$ cat src/rtl/ldpc_pkg.sv
// Shared LDPC iteration-control definitions: FSM state encoding, default
// code dimensions and the H_t column extraction helper.
package ldpc_pkg;

  typedef enum logic [2:0] {
    S_IDLE,
    S_ITER,
    S_CHECK,
    S_DECIDE,
    S_DONE
  } ldpc_state_e;

  localparam int LDPC_N_DEF        = 6;
  localparam int LDPC_K_DEF        = 3;
  localparam int LDPC_MAX_ITER_DEF = 8;

  // Widest H_t and syndrome the column helper can handle.
  localparam int LDPC_HT_MAXW = 1024;
  localparam int LDPC_SW_MAXW = 128;

  // Column j of a transposed parity-check matrix with sw-bit columns packed
  // LSB-first. The caller truncates the result to its syndrome width.
  function automatic logic [LDPC_SW_MAXW-1:0] ldpc_col(
    input logic [LDPC_HT_MAXW-1:0] ht,
    input int                      sw,
    input int                      j
  );
    return LDPC_SW_MAXW'(ht >> (j * sw));
  endfunction

endpackage

$ cat src/rtl/ldpc_iter_ctrl_synd_accum.sv
// Serial syndrome accumulator: folds one H_t column per cycle into the
// syndrome whenever the matching codeword bit is set.
module synd_accum #(
  parameter int SW = 3
) (
  input  logic          clk,
  input  logic          rst,
  input  logic          clr,
  input  logic          en,
  input  logic [SW-1:0] col,
  input  logic          cw_bit,
  output logic [SW-1:0] syndrome
);

  logic [SW-1:0] synd_q;

  // Clear wins over accumulate; XOR in the column only for set bits.
  always_ff @(posedge clk or posedge rst) begin
    if (rst)                synd_q <= '0;
    else if (clr)           synd_q <= '0;
    else if (en && cw_bit)  synd_q <= synd_q ^ col;
  end

  assign syndrome = synd_q;

endmodule

$ cat src/rtl/ldpc_iter_ctrl.sv
// LDPC decoder iteration controller. Issues one iter_go per iteration,
// latches the hard decisions, checks the syndrome serially (one H_t column
// per cycle) and decides whether to stop.
// Build option: LDPC_ITER_CTRL_EARLY_TERM_EN -- when defined, a zero syndrome
// ends the decode early; otherwise every decode runs MAX_ITER iterations.
module ldpc_iter_ctrl
  import ldpc_pkg::*;
#(
  parameter int N        = LDPC_N_DEF,
  parameter int K        = LDPC_K_DEF,
  parameter int MAX_ITER = LDPC_MAX_ITER_DEF,
  parameter int ITER_W   = 8
) (
  input  logic                 clk,
  input  logic                 rst,
  input  logic [N*(N-K)-1:0]   H_t,
  input  logic                 start,
  output logic                 iter_go,
  input  logic                 iter_done,
  input  logic [N-1:0]         hd,
  output logic                 busy,
  output logic                 done,
  output logic                 success,
  output logic [N-1:0]         cw_out,
  output logic [ITER_W-1:0]    iter_cnt
);

  localparam int               SW       = N - K;
  localparam int               CW       = (N > 1) ? $clog2(N) : 1;
  localparam logic [CW-1:0]    COL_LAST = CW'(N - 1);
  localparam logic [ITER_W-1:0] CNT_MAX = ITER_W'(MAX_ITER);

  ldpc_state_e        state_q;
  logic               busy_q, done_q, go_q, succ_q;
  logic [N-1:0]       cw_q;
  logic [ITER_W-1:0]  cnt_q, iter_cnt_d;
  logic [CW-1:0]      col_q;

  logic [SW-1:0]      col_w;
  logic [SW-1:0]      syndrome;
  logic               synd_zero;
  logic               synd_clr;
  logic               stop;

  // Current H_t column selected by the CHECK column counter.
  assign col_w     = SW'(ldpc_col(LDPC_HT_MAXW'(H_t), SW, int'(col_q)));
  assign synd_zero = (syndrome == '0);

  // Syndrome restarts with every accepted decode and every accepted iteration.
  assign synd_clr  = ((state_q == S_IDLE) && start) ||
                     ((state_q == S_ITER) && iter_done);

  // Saturating iteration count; never wraps past MAX_ITER.
  assign iter_cnt_d = (cnt_q == CNT_MAX) ? cnt_q : cnt_q + 1'b1;

`ifdef LDPC_ITER_CTRL_EARLY_TERM_EN
  assign stop = synd_zero || (cnt_q == CNT_MAX);
`else
  assign stop = (cnt_q == CNT_MAX);
`endif

  synd_accum #(.SW(SW)) u_synd (
    .clk      (clk),
    .rst      (rst),
    .clr      (synd_clr),
    .en       (state_q == S_CHECK),
    .col      (col_w),
    .cw_bit   (cw_q[col_q]),
    .syndrome (syndrome)
  );

  // Control FSM with registered outputs; go/done are single-cycle pulses.
  always_ff @(posedge clk or posedge rst) begin
    if (rst) begin
      state_q <= S_IDLE;
      busy_q  <= 1'b0;
      done_q  <= 1'b0;
      go_q    <= 1'b0;
      succ_q  <= 1'b0;
      cw_q    <= '0;
      cnt_q   <= '0;
      col_q   <= '0;
    end else begin
      go_q   <= 1'b0;
      done_q <= 1'b0;
      case (state_q)
        S_IDLE: begin
          if (start) begin
            state_q <= S_ITER;
            busy_q  <= 1'b1;
            go_q    <= 1'b1;
            succ_q  <= 1'b0;
            cw_q    <= '0;
            cnt_q   <= '0;
          end
        end
        S_ITER: begin
          if (iter_done) begin
            cw_q    <= hd;
            cnt_q   <= iter_cnt_d;
            col_q   <= '0;
            state_q <= S_CHECK;
          end
        end
        S_CHECK: begin
          if (col_q == COL_LAST) state_q <= S_DECIDE;
          else                   col_q   <= col_q + 1'b1;
        end
        S_DECIDE: begin
          if (stop) begin
            succ_q  <= synd_zero;
            done_q  <= 1'b1;
            busy_q  <= 1'b0;
            state_q <= S_DONE;
          end else begin
            go_q    <= 1'b1;
            state_q <= S_ITER;
          end
        end
        S_DONE:  state_q <= S_IDLE;
        default: state_q <= S_IDLE;
      endcase
    end
  end

  assign iter_go  = go_q;
  assign busy     = busy_q;
  assign done     = done_q;
  assign success  = succ_q;
  assign cw_out   = cw_q;
  assign iter_cnt = cnt_q;

endmodule

$ cat config.mk
export PLATFORM = sky130hd
export DESIGN_NAME = ldpc_iter_ctrl
export DESIGN_NICKNAME = d
export VERILOG_FILES = /design/src/rtl/ldpc_pkg.sv /design/src/rtl/ldpc_iter_ctrl_synd_accum.sv /design/src/rtl/ldpc_iter_ctrl.sv
export SDC_FILE = /design/constraint.sdc
export NUM_CORES = 1
export LEC_CHECK = 0
export BUFFER_PORTS_ARGS = -buffer_cell sky130_fd_sc_hd__buf_2
export CORE_MARGIN = 2
export CORE_UTILIZATION = 52
export CTS_CLUSTER_SIZE = 16
export DETAILED_ROUTE_END_ITERATION = 8
export PLACE_DENSITY = 0.91
export SYNTH_ARGS = -nofsm -noshare
export SYNTH_HDL_FRONTEND = slang
export SYNTH_SLANG_ARGS = --single-unit
$ cat constraint.sdc
create_clock -name clk -period 2.1 [get_ports clk]
set_input_delay 0.21 -clock clk [delete_from_list [all_inputs] [get_ports clk]]
set_output_delay 0.21 -clock clk [all_outputs]
set_load 0.005 [all_outputs]
==> results of run 1 <==
==> layer usage <==
layer  global-route usage [%]  vias up  share of wire [%]
met3                     3.68        2                6.3
met2                     32.5       44                 49
met1                     28.9      655                 44
met4                     5.71        0               0.66
li1                         -      686                  -
met5                        0        -                  0
==> registers in the layout, indices dropped and copies added (netlist names), 3 cells and up <==
name,cells
iter_cnt,8
cw_out,6
col_q,3
state_q,3
u_synd.syndrome,3
==> power breakdown <==
part | total [mW] | internal (mW) | leakage (nW) | switching (mW)
sequential | 0.874 | 0.671 | 0.356 | 0.203
clock | 0.215 | 0.0742 | 0.0150 | 0.141
combinational | 1.06 | 0.482 | 0.539 | 0.582
total | 2.15 | 1.23 | 0.911 | 0.926
==> Yosys cell counts, types with 4 or more instances <==
cell	number
nand3_1	4
o21ai_0	6
nand2_1	30
o211ai_1	4
mux4_2	4
mux2i_1	4
inv_1	10
nor2_1	4
dfrtp_1	27
ha_1	4
buf_2	4
o21ai_1	6
mux2_2	4
==> cell type report <==
cell class | instances | share of cell area (%)
Clock buffer | 4 | 1.36
Tap cell | 44 | 2.85
Inverter | 11 | 2.14
Multi-Input combinational cell | 116 | 45.7
Sequential cell | 27 | 35.0
Timing Repair Buffer | 48 | 13.0
==> how the worst min path moves through the flow <==
stage | start | end | cells after the start
floorplan | rst | busy | 1
global placement | rst | iter_cnt[1] | 3
detailed placement | rst | cw_out[3] | 3
CTS | hd[0] | cw_out[0] | 3
global route | hd[1] | cw_out[1] | 3
finish | hd[3] | cw_out[3] | 3
==> logic make-up (layout without fill, tap and decap cells) <==
group                    after synthesis  count (layout)  synth area share, %
adder cells (fa/ha/maj)                4               4                 3.05
buffers and inverters                 18              63                 4.89
flip-flops                            27              27                 41.2
multiplexers                          12              12                 10.7
AO/OA/AOI/OAI                         41              41                 20.5
AND/OR/NAND/NOR                       59              59                 19.6
==> repair_timing <==
item | CTS | global route
endpoints found under the hold margin | 27 | 0
gates resized for setup | 0 | 0
hold buffers | 1 | 0
==> worst max-delay path, delay by kind of cell (launching register included) <==
family / cells / cell delay [ns]
AOI/OAI and AO/OA: 2 / 0.62
buffers and inverters: 1 / 0.09
muxes: 1 / 0.24
adders and majority gates: 1 / 0.22
DFF: 1 / 0.43
and+or+nand+nor: 1 / 0.16
==> metrics by stage <==
stage	setup slack, ns	hold WS [ns]	power, mW
floorplan	0.459	0.263	1.68
global placement	0.367	0.283	1.91
detailed placement	0.295	0.287	1.94
CTS	0.261	0.0943	2.16
global route	0.110	0.0990	2.36
finish	0.263	0.105	2.15
==> out/results.ini, run 1 <==
[run_status]
outcome = complete, no violations

[die]
die-height_um = 60.1
core_um2 = 3030
fp.dieArea_um2 = 3620
die_w_um = 60.1
row_count = 20
initial_utilization_pct = 54.1
ioPinCount = 46

[logic_synthesis]
synth_nets = 193
ys_ff_latch = 27
postSynthAreaPerCell_um2 = 10.2
ys_seq_area_share_pct = 41.2
synth-edff-count = 0
yosys-top-cells-area = dfrtp_1, nand2_1, mux4_2
synth_top_cell_area_share_pct = 41.2
yosys_warnings = 0
yosys.cell_types.count = 44
netlist_area_um2 = 1640
yosysTopAreaCell = dfrtp_1
synth_flop_cell = dfrtp_1
synthCells = 161
synth-async-reset-ratio_pct = 100

[drt]
drtAntennaViolNets = 0
firstDrtPassIters = 4
wl_um = 3330
drc = 0
vias_per_cell = 5.55
num_vias = 1387
initialDrtViolationCount = 45
wl_per_cell_um = 13.3

[grt]
grt_pass1_wl_um = 5610
grt_overflow = 0
grt_max_degree = 28
grt_pass1_vias = 1253
grt_usage_pct = 20.5
antenna_found_initial = 0

[power_and_ir_drop]
power_density_nw_per_um2 = 1110
p_leak_nw = 0.911
irDropWorstVdd_mv = 0.663

[clock_tree]
insertion_delay_ns = 0.31
postCtsSetupBuffers = 0
clk_pin_slew_ns = 0.13
cts_made_buffers = 3
cts.path.max_buffers = 2
cts.sinks = 27
cts_root_buf = clkbuf_4
cts_tree = done
h-tree-depth = 1

[critical_path]
max_stage_delay_ns = 0.43
cpMaxStageDelayCell = dfrtp_1
worst-path-max-fanout = 7
rr_worst_depth = 6
crit_chain = inv_1, ha_1, nor4b_4, a21o_4, a2111oi_4, mux2i_1
crit_end = iter_cnt[7]
crit_start = iter_cnt[0]
cp.arrival_ns = 2.08
cp-end-kind = flop
crit_type = flop to flop
rrSetupSlack_ns = 0.26
cp_data_required_time_ns = 2.34
r2r-start = iter_cnt[0]
critPathLaunchType = flop
worstReg2RegEnd = iter_cnt[7]

[placed_design]
place_area_um2 = 1900
dp_hpwl_um = 2560
place_inst = 245
gp_congestion = 0.839
io_buffer_count = 45

[job]
maxCapViolCount = 0

[final_layout]
syn_to_final_growth_pct = 17.9
regArea_um2 = 676
fillers = 250
multiInputGateArea_um2 = 883
final_common_cell = buf_2
nets = 239
diodes = 0
layout_common_cells = buf_2, nand2_1, dfrtp_1
finalCoreUtilization_pct = 63.8
final_design_area_no_fill_um2 = 1930
stdcell_count = 250
drive_above_1_share_pct = 33.0

[timing]
min_period_ns = 1.84
fin_skew_ns = 0.00154
fmax_mhz = 544
hold_viol = 0
setup_tns_ns = 0
slew_violations = 0
rsz0062_at_grt = no
setup_violations = 0
worst_pin_slew_ns = 0.491
slew_headroom_pct = 67.3
finalCritPeriodShare_pct = 87.5

[min_path]
min_path_type = input pin to flop

Note: power is estimated with default switching activity, not from simulation.
==> inputs of run 2 (changes only) <==
--- a/config.mk
+++ b/config.mk
@@ -13,4 +13,5 @@
 export PLACE_DENSITY = 0.91
 export SYNTH_ARGS = -nofsm -noshare
 export SYNTH_HDL_FRONTEND = slang
+export SYNTH_HIERARCHICAL = 1
 export SYNTH_SLANG_ARGS = --single-unit
==> run 2 against run 1 <==
Against the previous run:
- synthesized area shrank 0.53%
- final cell count grew 2.4%
- synthesized cell count grew 2.5%
- critical path depth is the same
- non-clock buffer count grew 4
- die area shrank 0.50%
==> out/results.ini, run 2 <==
[critical_path]
cp_top_family = simple AND/OR/NAND/NOR gates
cp.arrival_ns = 2.21
crit_chain = inv_1, ha_1, nor4b_4, a31oi_4, or2_1, a31oi_1
path_buf_inv = 1
rr_worst_depth = 6
worst-path-max-fanout = 8
crit_type = flop to flop
rrSetupSlack_ns = 0.16
worstReg2RegEnd = iter_cnt[5]
crit_start = iter_cnt[0]
cp_data_required_time_ns = 2.37
cp-end-kind = flop
r2r-start = iter_cnt[0]
critPathLaunchType = flop
max_stage_delay_ns = 0.44
cpMaxStageDelayCell = dfrtp_1

[final_layout]
finalCoreUtilization_pct = 64.3
nets = 245
final_design_area_no_fill_um2 = 1950
drive_above_1_share_pct = 32.5
layout_common_cells = buf_2, dfrtp_1, nand2_1
syn_to_final_growth_pct = 19.4
stdcell_count = 256
final_common_cell = buf_2
diodes = 0
largest_reg_flops = 8

[logic_synthesis]
synth_top_cell_area_share_pct = 41.4
ys_ff_latch = 27
synthCells = 165
yosys.cell_count.top_type = dfrtp_1
synth-edff-count = 0
synth_nets = 197
netlist_area_um2 = 1630
ys_seq_area_share_pct = 41.4
yosys-top-cells-area = dfrtp_1, mux4_2, nand2_1
yosys.cell_types.count = 43
synth-async-reset-ratio_pct = 100
synth_flop_cell = dfrtp_1
postSynthAreaPerCell_um2 = 9.88
yosysTopAreaCell = dfrtp_1
netlist_top_cells_count = dfrtp_1, nand2_1, inv_1
yosys_warnings = 6

[grt]
grt_pass1_vias = 1357
antenna_found_initial = 0
grt_overflow = 0
grt_pass1_wl_um = 5750
grt_usage_pct = 21.6
grt_max_degree = 25

[timing]
slew_headroom_pct = 69.8
worst_pin_slew_ns = 0.452
rsz0062_at_grt = no
finalCritPeriodShare_pct = 92.3
fmax_mhz = 516
fin_hold_ws_ns = 0.0808
slew_violations = 0
fin_skew_ns = 0.00474
setup_violations = 0
min_period_ns = 1.94
setup_ws_ns = 0.161
hold_viol = 0
setup_tns_ns = 0

[min_path]
worstHoldStart = hd[5]
min_path_type = input pin to flop
holdPathStages = 3
min_delay_worst_endpoint = cw_out[5]

[placed_design]
gp_congestion = 0.780
place_area_um2 = 1910
io_buffer_count = 45
dp_hpwl_um = 2640
place_inst = 251
dp_slack_ns = 0.242

[power_and_ir_drop]
irDropWorstVdd_mv = 0.600
total_power_mw = 2.13
power_density_nw_per_um2 = 1090
switchingPower_uw = 890
p_leak_nw = 0.962
netSwitchingFraction_pct = 41.8
clockPowerShare_pct = 11.1
p_int_mw = 1.24
power_frac_seq_pct = 40.9
combPwrFrac_pct = 48.0

[die]
initial_utilization_pct = 53.8
row_count = 20
fp.dieArea_um2 = 3600
die-height_um = 60.0
ioPinCount = 46
die_w_um = 60.0
core_um2 = 3030

[clock_tree]
h-tree-depth = 1
cts_resized = 0
postCtsSetupBuffers = 0
ctsHoldBuffers = 1
cts.sinks = 27
clk_pin_slew_ns = 0.15
insertion_delay_ns = 0.34
cts_root_buf = clkbuf_4
cts_tree = done
cts.path.max_buffers = 2
cts_made_buffers = 3

[drt]
vias_per_cell = 5.48
wl_um = 3460
drtAntennaViolNets = 0
initialDrtViolationCount = 38
wl_per_cell_um = 13.5
num_vias = 1402
firstDrtPassIters = 5
drc = 0

[job]
maxCapViolCount = 0

[run_status]
outcome = complete, no violations

==> run 2: final cells by class <==
class	instances	area (µm²)
clock buffers	3	22.5
well taps	44	55.1
inverters	13	48.8
multi-input cells	116	860
clock inverters	1	5.00
fillers	251	1080
flip-flops and latches	27	676
repair buffers	52	280
==> run 2: kinds of logic (layout without fill, tap and decap cells) <==
group / after synthesis / in the layout / synth area share [%]
multiplexers: 14 / 14 / 12.7
adder cells (fa/ha/maj): 4 / 4 / 3.07
AND/OR/NAND/NOR: 63 / 63 / 22.2
buffers and inverters: 22 / 69 / 5.83
flip-flops: 27 / 27 / 41.4
AO/OA/AOI/OAI: 35 / 35 / 14.8
==> run 2: worst min-delay path, delay by kind of cell <==
kind | cells | cell delay (ns)
buf+inv | 1 | 0.10
simple gates | 1 | 0.05
compound gates | 1 | 0.05
==> run 2: power by group through the flow <==
| stage | combinational (mW) | sequential (mW) | clock (mW) |
|---|---|---|---|
| final | 1.02 | 0.871 | 0.235 |
| after global routing | 1.15 | 0.900 | 0.265 |
| after CTS | 1.03 | 0.871 | 0.242 |
| after detailed placement | 1.02 | 0.881 | 0 |
| after global placement | 0.986 | 0.869 | 0 |
| after floorplan | 0.822 | 0.785 | 0 |
==> run 2: worst max path at each step <==
stage                               to  slack [ns]  cells past startpoint
floorplan           u_synd/syndrome[2]        0.26                      7
global placement           iter_cnt[6]        0.28                      6
detailed placement         iter_cnt[6]        0.24                      6
CTS                        iter_cnt[5]        0.18                      6
global route               iter_cnt[5]        0.02                      6
finish                     iter_cnt[5]        0.16                      6
==> run 2: layer usage <==
metal | vias up | share of wire (%) | track usage [%]
li1 | 684 | - | -
met1 | 667 | 42 | 26.8
met2 | 44 | 52 | 35.7
met3 | 7 | 4.3 | 3.46
met4 | 0 | 2.2 | 12.1
met5 | - | 0 | 0
